$ cat src/rtl/ex_operand_stage.sv
// ex_operand_stage: resolves operand forwarding, builds ALU A/B and presents them through a 2-entry skid buffer.
module ex_operand_stage #(
    parameter int DATA_W = 32,
    parameter bit FWD_EN = 1'b1
) (
    input  logic              clk_i,
    input  logic              reset_i,
    input  logic              in_valid_i,
    output logic              in_ready_o,
    input  logic [4:0]        in_rs_addr_i,
    input  logic [4:0]        in_rt_addr_i,
    input  logic [DATA_W-1:0] in_rs_data_i,
    input  logic [DATA_W-1:0] in_rt_data_i,
    input  logic [4:0]        in_shamt_i,
    input  logic              in_a_shamt_i,
    input  logic [5:0]        in_alufun_i,
    input  logic [4:0]        in_wr_addr_i,
    input  logic              exmem_wr_en_i,
    input  logic [4:0]        exmem_wr_addr_i,
    input  logic [DATA_W-1:0] exmem_result_i,
    input  logic              memwb_wr_en_i,
    input  logic [4:0]        memwb_wr_addr_i,
    input  logic [DATA_W-1:0] memwb_result_i,
    input  logic              flush_i,
    output logic              out_valid_o,
    input  logic              out_ready_i,
    output logic [DATA_W-1:0] out_a_o,
    output logic [DATA_W-1:0] out_b_o,
    output logic [5:0]        out_alufun_o,
    output logic [4:0]        out_wr_addr_o
);
    localparam int PW = 2*DATA_W + 11;
    logic              main_valid_q, main_valid_d, skid_valid_q, skid_valid_d;
    logic [PW-1:0]     main_q, main_d, skid_q, skid_d, in_pkt;
    logic [DATA_W-1:0] fwd_rs, fwd_rt, op_a;
    logic              acc, drain, main_load_skid, main_load_new, skid_load_new;
    // $0 is hardwired zero in the register file, so a producer targeting it is ignored
    always_comb begin
        fwd_rs = (!FWD_EN || in_rs_addr_i == 5'd0) ? in_rs_data_i :
                 (exmem_wr_en_i && exmem_wr_addr_i == in_rs_addr_i) ? exmem_result_i :
                 (memwb_wr_en_i && memwb_wr_addr_i == in_rs_addr_i) ? memwb_result_i : in_rs_data_i;
        fwd_rt = (!FWD_EN || in_rt_addr_i == 5'd0) ? in_rt_data_i :
                 (exmem_wr_en_i && exmem_wr_addr_i == in_rt_addr_i) ? exmem_result_i :
                 (memwb_wr_en_i && memwb_wr_addr_i == in_rt_addr_i) ? memwb_result_i : in_rt_data_i;
        op_a   = in_a_shamt_i ? {{(DATA_W-5){1'b0}}, in_shamt_i} : fwd_rs;
        in_pkt = {op_a, fwd_rt, in_alufun_i, in_wr_addr_i};
    end
    assign in_ready_o = ~skid_valid_q & ~reset_i;
    assign acc        = in_valid_i & in_ready_o;
    assign drain      = main_valid_q & out_ready_i;
    always_comb begin
        main_load_skid = drain & skid_valid_q;
        main_load_new  = acc & (~main_valid_q | (drain & ~skid_valid_q));
        skid_load_new  = acc & ~main_load_new;
        main_valid_d   = flush_i ? 1'b0 : (main_load_skid | main_load_new | (main_valid_q & ~drain));
        skid_valid_d   = flush_i ? 1'b0 : (skid_load_new | (skid_valid_q & ~drain));
        main_d         = main_load_skid ? skid_q : main_load_new ? in_pkt : main_q;
        skid_d         = skid_load_new ? in_pkt : skid_q;
    end
    always_ff @(posedge clk_i) begin
        if (reset_i) begin
            main_valid_q <= 1'b0;
            skid_valid_q <= 1'b0;
            main_q       <= '0;
            skid_q       <= '0;
        end else begin
            main_valid_q <= main_valid_d;
            skid_valid_q <= skid_valid_d;
            main_q       <= main_d;
            skid_q       <= skid_d;
        end
    end
    assign out_valid_o = main_valid_q;
    assign {out_a_o, out_b_o, out_alufun_o, out_wr_addr_o} = main_q;
endmodule

$ cat config.mk
export PLATFORM = sky130hd
export DESIGN_NAME = ex_operand_stage
export DESIGN_NICKNAME = d
export VERILOG_FILES = /design/src/rtl/ex_operand_stage.sv
export SDC_FILE = /design/constraint.sdc
export NUM_CORES = 1
export LEC_CHECK = 0
export CAP_MARGIN = 15
export CELL_PAD_IN_SITES_DETAIL_PLACEMENT = 1
export CELL_PAD_IN_SITES_GLOBAL_PLACEMENT = 2
export CORE_MARGIN = 8
export CORE_UTILIZATION = 37
export DETAILED_ROUTE_END_ITERATION = 16
export DONT_BUFFER_PORTS = 1
export PLACE_DENSITY_LB_ADDON = 0.05
export REMOVE_ABC_BUFFERS = 1
export SYNTH_ARGS = -nofsm -noshare
export SYNTH_HDL_FRONTEND = slang
export SYNTH_SLANG_ARGS = --single-unit
$ cat constraint.sdc
create_clock -name clk_i -period 2.7 [get_ports clk_i]
set_input_delay 0.54 -clock clk_i [delete_from_list [all_inputs] [get_ports clk_i]]
set_output_delay 0.54 -clock clk_i [all_outputs]
set_load 0.02 [all_outputs]
Word-level counts from Yosys, hierarchy flattened
Cells that the tools add are included.
Word-level totals
  register bits: 152
  bits in latches: 0
  bits in writable memories: 0
  ROM bits: 0
  input bits: 172
  output and inout bits: 77
  logic and storage cells: 43
  memories: 0
Cells by class
  add/subtract/negate cells: 0
  $mul: 0
  div/mod/pow operators: 0
  magnitude comparators: 0
  eq/ne operators: 4
  shift-type cells: 0
  mux-type cells: 9
  bitwise operators: 18
  reductions and logical operators: 8
Operators with widths (count)
  $mux 32: 7
  $mux 75: 2
  $eq 5x5->1: 4
  $logic_not 5->1: 2
  $and 1x1->1: 9
  $not 1->1: 5
  $logic_and 1x1->1: 4
  $or 1x1->1: 4
  $reduce_bool 2->1: 1
  $reduce_or 2->1: 1

Depth between registers and ports, before layout
  depth in word-level cells: 8
  mapped depth: 8
  mapped depth without buffers: 6

Worst setup path after synthesis
No wires, ideal clock.
  path kind: input to output
  start: in reset_i
  end: out in_ready_o
  arrival time: 1.808 ns
  data required time: 2.160 ns
  slack: 0.352 ns
  stages on the path: 4
  buffers on the path: 3
  path through: clkbuf_1 clkbuf_1 clkbuf_1 nor2_1
Between the ends
  cells in the longest elaborated chain, start to end: 2
Ends and longest elaborated chain
  start, declared: line 7  | input logic reset_i,
  $not 1->1: line 48  | assign in_ready_o = ~skid_valid_q & ~reset_i;
  $and 1x1->1: line 48
  end, declared: line 9  | output logic in_ready_o,
No other way between the ends.

Final worst setup path
  start: reg main_valid_q, in the netlist out_valid_o
  end: reg skid_q[63]
Between the ends
  cells in the longest elaborated chain, start to end: 6
  elaborated cells between the ends (all ways): 7
  those cells by class: bitwise: 7
Ends and longest elaborated chain
  start, declared: line 33  | logic main_valid_q, main_valid_d, skid_valid_q, skid_valid_d;
  start signal, assigned: line 67  | main_valid_q <= main_valid_d;
  $and 1x1->1: line 50  | assign drain = main_valid_q & out_ready_i;
  $and 1x1->1: line 53  | main_load_new = acc & (~main_valid_q | (drain & ~skid_valid_q));
  $or 1x1->1 (*): line 53
  $and 1x1->1 (*): line 53
  $not 1->1 (*): line 54  | skid_load_new = acc & ~main_load_new;
  $and 1x1->1 (*): line 54
  end signal, assigned: line 70  | skid_q <= skid_d;
  end, declared: line 34  | logic [PW-1:0] main_q, main_d, skid_q, skid_d, in_pkt;
Mark *: on every way between the ends. The rest lies on a longest branch, timed or not.
A chain may end at the register's enable or synchronous reset.

==> results.cfg <==
[hold_path]
min_to = out_valid_o
hold_path.class = in2reg
hold_path_startpoint = flush_i
min_path_cells = 1

[worst_setup_path]
critPathArrivalTime_ns = 2.65
reg_to_reg_slack_setup_ns = 0.43
setup.worst_path.class = reg2reg
reg2reg_to = skid_q[63]
reg2reg_depth = 8
critical_path_peak_fanout = 25
endpoint_kind = flip-flop
timing.critical_path.required_ns = 3.08
worstSetupStartpointType = flip-flop
worstReg2RegStart = out_valid_o

[timing]
unrepaired_setup_endpoints_after_global_routing = no
worst_pin_slew_ns = 1.20
post-route-min-period_ns = 2.27
slew_viol_final = 0
clock_skew_ns = 0.0179
slew_headroom = 0.194
period_share = 0.841
top_achievable_clock_speed_mhz = 441
final-setup-viol-count = 0
hold_viol = 0
finalSetupTns_ns = 0

[power]
power_density_mw_per_mm2 = 568
vdd.ir_drop.worst_mv = 0.300
p_leak_nw = 3.07

[floorplanning]
dieArea_mm2 = 0.0283
initial_core_util = 0.378
fp.dieW_um = 168
std_cell_rows = 55
die_y_um = 168
ios = 249
fp.coreArea_mm2 = 0.0227

[global_route]
grt_first_pass_wirelength_um = 54400
largest_net_degree_at_the_start_of_global_routing = 132
antenna_violations_before_repair = 0
grt_pass1_vias = 8895
overflow = 0
grt_usage = 0.248

[yosys]
yosys_warnings = 0
ys_dominant_reg_cell = sky130_fd_sc_hd__dfxtp_1
synthDistinctLibCells = 46
synthMostInstantiatedCell = sky130_fd_sc_hd__dfxtp_1
post-synth-top-area-fraction = 0.355
sequential_share_of_the_synthesized_area = 0.355
postSynthRegisterBits = 152
post_synth_edffs = 0
post_synth_instance_area_mm2 = 0.00858
synth.area.top_cells = sky130_fd_sc_hd__dfxtp_1 (35%), sky130_fd_sc_hd__a2111oi_4 (9.3%), sky130_fd_sc_hd__a221o_1 (5.8%), sky130_fd_sc_hd__a22oi_1 (5.4%), sky130_fd_sc_hd__nand3_1 (5.3%)
postSynthAreaPerCell_um2 = 8.87
synth.top_cells.by_count = sky130_fd_sc_hd__dfxtp_1 (152), sky130_fd_sc_hd__nor2_1 (102), sky130_fd_sc_hd__nand2_1 (94)
proportion_of_synthesized_flip_flops_having_asynchronous_set_or_reset = 0
synth_cells = 967
yosys_top_cell_by_area = sky130_fd_sc_hd__dfxtp_1

[run]
drv_cap = 0

[drt]
final_routed_drc_violation_total = 0
initialDrtViolationCount = 497
via_per_inst = 6.62
average_wire_per_standard_cell_um = 29.4
detail_route.wirelength_um = 36000
postRouteAntennaNets = 0
drt_first_pass_iters = 5
route.vias.total = 8094

[layout]
nFillCells = 2621
postLayoutCellArea_mm2 = 0.00950
syn_to_final_growth_pct = 10.8
finish.net_count = 1096
drive_above_1_share = 0.163
diodes = 0

[clocking]
cts.repair_timing.setup_buffer_count = 0
cts.path.max_buffers = 2
worst_setup_hold_path_clk_slew_ns = 0.07
cts.root.buffer_cell = sky130_fd_sc_hd__clkbuf_16
numClockSinks = 152
h-tree-depth = 4
cts-buffers-inserted = 17
cts.repair.resized = 0
ctsHoldBuffers = 0
clkLatencyLatePin_ns = 0.44
tritoncts_clock_tree = done

[placed_design]
place.port_buffers = 0
finalWeightedCongestion = 0.807
detailedPlacementHpwl_um = 23600
placement.cell_area_mm2 = 0.00890

[outcome]
outcome = finished, final reports clean
per-layer routing:
metal / part of all wire / wire length [um] / vias up / global-route usage
li1: - / - / 3621 / -
met1: 0.40 / 14200 / 4124 / 0.278
met4: 0.026 / 944 / 0 / 0.0998
met2: 0.49 / 17600 / 299 / 0.424
met3: 0.090 / 3230 / 50 / 0.0854
met5: 0 / 0 / - / 0
worst max-delay path by stage:
stage                      end                from  slack, ns  cells after the start
finish              skid_q[63]         out_valid_o       0.43                      8
detailed placement  main_q[21]  exmem_wr_addr_i[0]       0.11                      6
floorplan           skid_q[11]             reset_i      -3.88                      4
CTS                 skid_q[63]         out_valid_o       0.42                      8
global placement    main_q[24]  exmem_wr_addr_i[0]       0.25                      6
global route        skid_q[51]         out_valid_o       0.27                      8
worst max-delay path, cell delays in order, from the launching register on:
cell and delay [ns]:
sky130_fd_sc_hd__dfxtp_1 0.31, sky130_fd_sc_hd__buf_4 0.18, sky130_fd_sc_hd__nor2b_1 0.42, sky130_fd_sc_hd__nand2_4 0.34
sky130_fd_sc_hd__nor2_1 0.27, sky130_fd_sc_hd__nand2_1 0.08, sky130_fd_sc_hd__buf_4 0.26, sky130_fd_sc_hd__a21oi_1 0.20
sky130_fd_sc_hd__a221o_1 0.13
metrics by stage:
step	hold WS, ns	util	cells	total power, mW	setup slack [ns]
2_1_floorplan	0.430	-	873	2.78	-3.88
3_3_place_gp	0.439	0.392	1190	2.93	0.246
3_5_place_dp	0.447	0.392	1190	2.96	0.107
4_1_cts	0.155	0.418	1222	5.45	0.418
5_1_grt	0.148	0.418	1222	5.58	0.266
6_report	0.167	0.418	1222	5.40	0.431
where the power goes:
part,internal (mW),leakage (nW),switching (mW),total [mW]
combinational,0.169,1.55,0.266,0.435
clock,1.41,0.290,1.09,2.50
sequential,2.32,1.24,0.148,2.47
logic make-up after synthesis:
kind of cell,count (synthesis),synth area share
AO/OA/AOI/OAI,328,0.354
XOR/XNOR,20,0.0204
buffers and inverters,100,0.0544
flip-flops,152,0.355
multiplexers,5,0.00657
AND/OR/NAND/NOR,362,0.210
flip-flops by register name, summed over array words and instances, names as in the netlist:
register      cells
out_valid_o       1
skid_valid_q      1
main_q           75
skid_q           75
final cells by class:
class	instances	area [um^2]	share of cell area
flip-flops and latches	152	3040	0.320
repair buffers	32	315	0.0332
clock inverters	14	161	0.0170
well taps	285	357	0.0375
clock buffers	18	439	0.0462
multi-input cells	715	5160	0.543
inverters	6	22.5	0.00237
layout by cell type, fill, tap and decap left out, types with 26 or more instances in the layout:
cell type	count
sky130_fd_sc_hd__buf_4	26
sky130_fd_sc_hd__o22ai_1	34
sky130_fd_sc_hd__nand3_1	90
sky130_fd_sc_hd__a221o_1	50
sky130_fd_sc_hd__dfxtp_1	152
sky130_fd_sc_hd__nor2_1	98
sky130_fd_sc_hd__a31oi_1	32
sky130_fd_sc_hd__nand2_1	90
sky130_fd_sc_hd__a2111oi_4	29
sky130_fd_sc_hd__a21oi_1	46
sky130_fd_sc_hd__a22o_1	32
sky130_fd_sc_hd__a22oi_1	62
sky130_fd_sc_hd__nor3_2	29
Power figures use the tool's default switching activity.
